## src/rtl/button_reader.sv

```systemverilog
// Debounces two raw push buttons and derives press/release/long-press events plus LED mode state.
// Latency: 2 sync + 2**DEBOUNCE_SIZE cycles from a steady new level to held/press/release; modes follow one cycle later.
// Backpressure: none; event outputs are single-cycle pulses that are never held or queued.
//
// The release pulse port is named rel because "release" is a reserved word in SystemVerilog.
module button_reader #(
    parameter int DEBOUNCE_SIZE = 10,
    parameter int HOLD_SIZE     = 4
) (
    input  logic       clk,
    input  logic       rstn,
    input  logic [1:0] btn_n,
    output logic [1:0] press,
    output logic [1:0] rel,
    output logic [1:0] held,
    output logic [1:0] long_press,
    output logic       reverse,
    output logic [1:0] speed
);

    localparam int HW = DEBOUNCE_SIZE + HOLD_SIZE;

    localparam logic [DEBOUNCE_SIZE-1:0] DB_MAX   = '1;
    localparam logic [DEBOUNCE_SIZE-1:0] DB_ONE   = DEBOUNCE_SIZE'(1);
    localparam logic [HW-1:0]            HOLD_MAX = '1;
    localparam logic [HW-1:0]            HOLD_ONE = HW'(1);
    // Value one step below saturation: the next increment lands on all-ones.
    localparam logic [HW-1:0]            HOLD_PRE = HOLD_MAX - HOLD_ONE;

    // Two-flop synchronizer stages; reset to the released (high) raw level.
    logic [1:0] sync1;
    logic [1:0] sync2;
    // Synchronized level, active-high (1 = pressed).
    logic [1:0] lvl;

    assign lvl = ~sync2;

    // Bring the asynchronous raw buttons into the clk domain.
    always_ff @(posedge clk or negedge rstn) begin
        if (!rstn) begin
            sync1 <= 2'b11;
            sync2 <= 2'b11;
        end else begin
            sync1 <= btn_n;
            sync2 <= sync1;
        end
    end

    for (genvar b = 0; b < 2; b++) begin : g_btn
        logic                     stable;
        logic [DEBOUNCE_SIZE-1:0] db_cnt;
        logic [HW-1:0]            hold_cnt;
        logic                     flip;
        logic                     press_q;
        logic                     rel_q;
        logic                     long_q;

        // The stable state changes on the edge where a differing level completes its full window.
        assign flip = (lvl[b] != stable) && (db_cnt == DB_MAX);

        // Debounce counter: any agreement with the stable state restarts the window from zero.
        always_ff @(posedge clk or negedge rstn) begin
            if (!rstn) begin
                stable <= 1'b0;
                db_cnt <= '0;
            end else if (lvl[b] == stable) begin
                db_cnt <= '0;
            end else if (db_cnt == DB_MAX) begin
                stable <= lvl[b];
                db_cnt <= '0;
            end else begin
                db_cnt <= db_cnt + DB_ONE;
            end
        end

        // Edge pulses registered on the same edge as the stable-state update; flip picks exactly one.
        always_ff @(posedge clk or negedge rstn) begin
            if (!rstn) begin
                press_q <= 1'b0;
                rel_q   <= 1'b0;
            end else begin
                press_q <= flip & lvl[b];
                rel_q   <= flip & ~lvl[b];
            end
        end

        // Hold counter: zero while released and on either transition edge, saturating while pressed.
        always_ff @(posedge clk or negedge rstn) begin
            if (!rstn) begin
                hold_cnt <= '0;
            end else if (flip || !stable) begin
                hold_cnt <= '0;
            end else if (hold_cnt != HOLD_MAX) begin
                hold_cnt <= hold_cnt + HOLD_ONE;
            end
        end

        // Long-press pulse on the edge the hold counter reaches all-ones; saturation prevents repeats.
        always_ff @(posedge clk or negedge rstn) begin
            if (!rstn) begin
                long_q <= 1'b0;
            end else begin
                long_q <= stable && !flip && (hold_cnt == HOLD_PRE);
            end
        end

        assign held[b]       = stable;
        assign press[b]      = press_q;
        assign rel[b]        = rel_q;
        assign long_press[b] = long_q;
    end

    // LED mode state: a long press on either button resets both modes and overrides any press update.
    always_ff @(posedge clk or negedge rstn) begin
        if (!rstn) begin
            reverse <= 1'b0;
            speed   <= 2'd0;
        end else if (|long_press) begin
            reverse <= 1'b0;
            speed   <= 2'd0;
        end else begin
            if (press[0]) begin
                reverse <= ~reverse;
            end
            if (press[1]) begin
                speed <= speed + 2'd1;
            end
        end
    end

endmodule

```

## config.mk

```make
export PLATFORM = sky130hd
export DESIGN_NAME = button_reader
export DESIGN_NICKNAME = d
export VERILOG_FILES = /design/src/rtl/button_reader.sv
export SDC_FILE = /design/constraint.sdc
export NUM_CORES = 1
export LEC_CHECK = 0
export BUFFER_PORTS_ARGS = -buffer_cell sky130_fd_sc_hd__buf_4
export CELL_PAD_IN_SITES_DETAIL_PLACEMENT = 0
export CELL_PAD_IN_SITES_GLOBAL_PLACEMENT = 1
export CORE_UTILIZATION = 40
export DETAILED_ROUTE_END_ITERATION = 6
export PLACE_DENSITY = 0.68
export SKIP_LAST_GASP = 1
export SYNTH_ARGS = -nofsm -noshare
export SYNTH_HDL_FRONTEND = slang
export SYNTH_SLANG_ARGS = --single-unit
export TNS_END_PERCENT = 10
```

## constraint.sdc

```tcl
create_clock -name clk -period 2 [get_ports clk]
set_clock_uncertainty 0.15 [all_clocks]
set_input_delay 0 -clock clk [delete_from_list [all_inputs] [get_ports clk]]
set_output_delay 0 -clock clk [all_outputs]
set_load 0.005 [all_outputs]
```

* Word-level counts from Yosys, hierarchy flattened
Cells that the tools add are included.
Word-level totals: register bits after elaboration 63, bits in latches 0, memory bits (writable) 0, ROM bits 0, output and inout bits 11, logic and storage cells 72, memories 0
Operators by class: $add $sub $neg 5, $mul 0, divide/modulo/power cells 0, order comparisons 0, eq/ne operators 10, shift operators 0, muxes and demuxes 12, bitwise operators 10, reductions and logical operators 19
Operators with widths (number):
- two-way mux 14 bit | 4
- two-way mux 10 bit | 4
- adder 14 x 1 -> 14 bit, second input constant | 2
- == test 14 bit, second input constant | 2
- != test 14 bit, second input constant | 2
- adder 10 x 1 -> 10 bit, second input constant | 2
- == test 10 bit, second input constant | 2
- nonzero test 2 bit | 4
- logical AND 1 bit | 6
- NOT 1 bit | 5
- AND 1 bit | 4
- logical NOT 1 bit | 4
- two-way mux 2 bit | 2
- AND reduction 2 bit | 2
- adder 2 x 1 -> 2 bit, second input constant | 1
- == test 1 bit | 2
- logical OR 1 bit | 2
- two-way mux 1 bit | 2
- != test 1 bit | 2
- NOT 2 bit | 1
- OR reduction 2 bit | 1

* Longest topological paths before layout
word-level depth 6, depth in mapped cells 6, gate-level depth less buffers 5

* Least setup slack after synthesis
OpenSTA, ideal clock, no wires.
kind register to register, from register g_btn[0].hold_cnt[0], to register g_btn[0].hold_cnt[6], arrival 1.496 ns, data required time 1.786 ns, path slack 0.289 ns, stages on the path, launching flop included 7, buffers on the path 1, path through dfrtp_1 > ha_1 > and3_1 > clkbuf_1 > nand4_1 > a31oi_1 > o21a_1
On the way: word-level cells in the longest chain between the ends 3, elaborated cells between the ends (all ways) 5
Ends and longest elaborated chain:
- from (decl) | line 52 | logic [HW-1:0] hold_cnt;
- from (signal assigned) | line 94 | hold_cnt <= hold_cnt + HOLD_ONE;
- adder 14 x 1 -> 14 bit | line 94
- two-way mux 14 bit | line 93 | end else if (hold_cnt != HOLD_MAX) begin
- two-way mux 14 bit | line 91 | end else if (flip || !stable) begin
Parallel ways exist; a longest one is shown, timed or not. The select of a mux whose other input is x is not followed. A chain may end at the register's enable or synchronous reset.

* Worst setup path in the final report
from register g_btn[0].db_cnt[0], to register g_btn[0].hold_cnt[4]
On the way: word-level cells in the longest chain between the ends 4, elaborated cells between the ends (all ways) 5
Ends and longest elaborated chain:
- from (decl) | line 51 | logic [DEBOUNCE_SIZE-1:0] db_cnt;
- from (signal assigned) | line 72 | db_cnt <= db_cnt + DB_ONE;
- == test 10 bit (*) | line 59 | assign flip = (lvl[b] != stable) && (db_cnt == DB_MAX);
- logical AND 1 bit (*) | line 59
- logical OR 1 bit (*) | line 91
- two-way mux 14 bit or nonzero test 2 bit (tied branches)
Mark *: on every way between the ends. The rest lies on a longest branch, timed or not.

==> flow_metrics.py <==
metrics = {
    "logic_synthesis": {
        "syn_avg_cell_area_um2": 10.1,
        "syn_inst": 301,
        "syn_area_um2": 3050,
        "async_flop_share": 1.00,
        "yosys-top-cells-count": "59 x dfrtp_1, 41 x nor2_1, 21 x nand2_1",
        "synth.top_cells.by_area": "dfrtp_1 48%, nor2_1 5.1%, xor2_1 4.0%, dfstp_2 3.4%, xnor2_1 3.2%",
        "yosysUniqueCellTypes": 42,
        "synth.most_common_cell": "dfrtp_1",
        "yosysWarningCount": 0,
        "synth-seq-cells": 63,
        "synth-edff-count": 0,
        "ys_seq_area_frac": 0.519,
        "synth_top_area_cell": "dfrtp_1",
        "synth_fp_nets": 311,
        "synthDominantCellAreaShare": 0.485,
        "synth_ff_type": "dfrtp_1",
    },
    "clocking": {
        "htreeDepth": 3,
        "clock-sinks": 63,
        "clock_latency_ps": 340,
        "cts_made_buffers": 9,
        "clockRootBuffer": "clkbuf_8",
        "tritoncts": "built",
        "clk_path_buf_depth": 2,
        "postCtsSetupBuffers": 0,
        "clk_pin_slew_ps": 70,
    },
    "floorplan": {
        "die_area_um2": 7970,
        "die-width_um": 89.3,
        "ios": 15,
        "die_h_um": 89.3,
        "num_rows": 31,
        "start_util": 0.418,
        "core_area_um2": 7290,
    },
    "route": {
        "wl_per_cell_um": 13.5,
        "drt_first_pass_iters": 4,
        "ant_nets": 0,
        "drt_iter0_drc": 63,
        "wl_met2_um": 2580,
        "highest_layer": "met4",
        "drc_errors": 0,
        "met3_length_um": 189,
        "wl_met1_um": 2870,
        "via_count": 2198,
        "routed_wl_um": 5690,
        "viasPerCell": 5.23,
    },
    "timing": {
        "maxSlewViolCount": 0,
        "fmax_mhz": 549,
        "period_minus_slack_ps": 1820,
        "min_period_over_period": 0.911,
        "hold_viol": 0,
        "tightest_slew_ps": 785,
        "grt_setup_unrepaired": "no",
        "max_slew_margin": 0.477,
        "setup_viol": 0,
        "setup-tns-final_ps": 0,
    },
    "placement": {
        "port_buffers": 14,
        "hpwl_um": 3730,
        "routabilityCongestion": 0.789,
    },
    "critical_path": {
        "crit_family": "compound AO/OA/AOI/OAI gates",
        "critPathCaptureType": "register",
        "crit_chain": "ha_1 -> and4_1 -> a41o_2 -> a31oi_1 -> o21a_1",
        "cp-start-kind": "register",
        "critPathMaxStageDelay_ps": 400,
        "path_buf_inv": 0,
        "cp_slowest_cell": "dfrtp_1",
        "cp.arrival_ps": 1940,
        "worstPathRequired_ps": 2120,
        "critical_path_class": "register to register",
        "crit_fanout": 15,
    },
    "power_and_ir_drop": {
        "clkPwrFrac": 0.479,
        "seqPwrFrac": 0.498,
        "power.switching_mw": 0.564,
        "p_sw_frac": 0.216,
        "p_int_mw": 2.05,
        "p_leak_nw": 1.46,
        "p_per_area_nw_per_um2": 754,
        "ir_drop_mv": 0.437,
        "pwr-share-comb": 0.023,
    },
    "global_routing": {
        "grt_max_degree": 64,
        "grt_first_pass_wirelength_um": 9930,
        "grt_pass1_vias": 2159,
        "grt.total_usage": 0.164,
        "antenna_found_initial": 0,
        "grt-ovfl-total": 0,
    },
    "hold_path": {
        "hold_class": "input pin to async pin",
    },
    "layout": {
        "nNetsFinal": 326,
        "drive_above_1_share": 0.156,
        "final_core_util": 0.476,
        "syn2layout_area_growth_pct": 13.8,
        "num_antenna_cells": 0,
    },
    "flow_run": {
        "max_cap_viol_count": 0,
    },
    "status": {
        "status": "completed",
    },
}
layout make-up:
cell class / count / area [um2]
clock buffer: 10 / 138
clock inverter: 6 / 93.8
inverter: 6 / 22.5
fill: 698 / 3820
tap: 99 / 124
timing repair buffer: 21 / 165
sequential: 63 / 1580
multi-input combinational: 215 / 1340
per-stage QoR:
step	instances	hold slack, ps	setup WS [ps]	area [um2]	power (mW)
2_1_floorplan	301	-446	289	3050	1.35
3_3_place_gp	401	-39.8	115	3210	1.39
3_5_place_dp	401	-40.5	107	3210	1.39
4_1_cts	420	128	94.2	3470	2.67
5_1_grt	420	140	34.5	3470	2.73
6_report	420	129	179	3470	2.62
layer usage:
layer / global-route usage / vias up
met5: 0 / -
met4: 0.0476 / 0
li1: - / 1111
met2: 0.260 / 32
met1: 0.216 / 1051
met3: 0.0526 / 4
worst reg2reg max path, cell delays in order, from the launching register on:
cell and delay (ps):
dfrtp_1 400, ha_1 240, and4_1 240, a41o_2 400
a31oi_1 190, o21a_1 140
power groups by stage:
stage / Clock (mW) / Sequential (mW) / Combinational [mW]
after CTS: 1.31 / 1.30 / 0.0630
after global routing: 1.35 / 1.30 / 0.0693
after detailed placement: 0 / 1.33 / 0.0576
after global placement: 0 / 1.33 / 0.0579
after floorplan: 0 / 1.33 / 0.0237
final: 1.25 / 1.30 / 0.0589
final timing paths:
kind                                              start                                end  slack, ps  depth (start not counted)
max                        g_btn[0].db_cnt[0]$_DFF_PN0_   g_btn[0].hold_cnt[4]$_DFFE_PN0P_        180                          5
min                                                rstn       g_btn[0].db_cnt[7]$_DFF_PN0_        130                          2
max reg2reg                g_btn[0].db_cnt[0]$_DFF_PN0_   g_btn[0].hold_cnt[4]$_DFFE_PN0P_        180                          5
min reg2reg                          sync1[1]$_DFF_PN1_                 sync2[1]$_DFF_PN1_        210                          0
max in group asynchronous                          rstn  g_btn[1].hold_cnt[11]$_DFFE_PN0P_       1040                          2
min in group clk                               btn_n[1]                 sync1[1]$_DFF_PN1_        150                          2
flip-flops by register name, summed over array words and instances, names as in the netlist:
signal and flops:
g_btn.press_q 2, g_btn.rel_q 2, g_btn.hold_cnt 28, sync2 2
reverse 1, g_btn.long_q 2, g_btn.db_cnt 20, g_btn.stable 2
sync1 2, speed 2
timing repair:
item,in CTS,in global routing
hold buffers,3,0
gates resized for setup,0,1
hold endpoints to repair,61,0
endpoints found under the setup margin,0,3
cells in the final DEF (no fill, tap or decap), drive strengths merged, types with 2 or more instances in the layout:
cell and count:
clkinv 3, dlygate4sd3 3, o21ai 5, dfrtp 59, a41oi 2, nor2b 2, nand2b 3, and4 10
mux2i 2, nor2 43, nor4 4, nand3 17, o2111ai 2, buf 18, a31oi 8, xnor2 11
o21a 3, and3 7, nand4 13, clkbuf 10, nor3 17, xor2 14, a211oi 9, ha 6
bufinv 2, nand2 22, dfstp 4, a21oi 7, inv 6, a311oi 2
kinds of logic (layout without fill, tap and decap cells):
| family | count (synthesis) | after routing | synth area share |
|---|---|---|---|
| and+or+nand+nor | 140 | 140 | 0.241 |
| DFF | 63 | 63 | 0.519 |
| AOI/OAI and AO/OA | 42 | 42 | 0.0969 |
| xor gates and xnor gates | 25 | 25 | 0.0719 |
| buffers and inverters | 23 | 43 | 0.0402 |
| adders and majority gates | 6 | 6 | 0.0246 |
| muxes | 2 | 2 | 0.00657 |
Note: power is estimated with default switching activity, not from simulation.
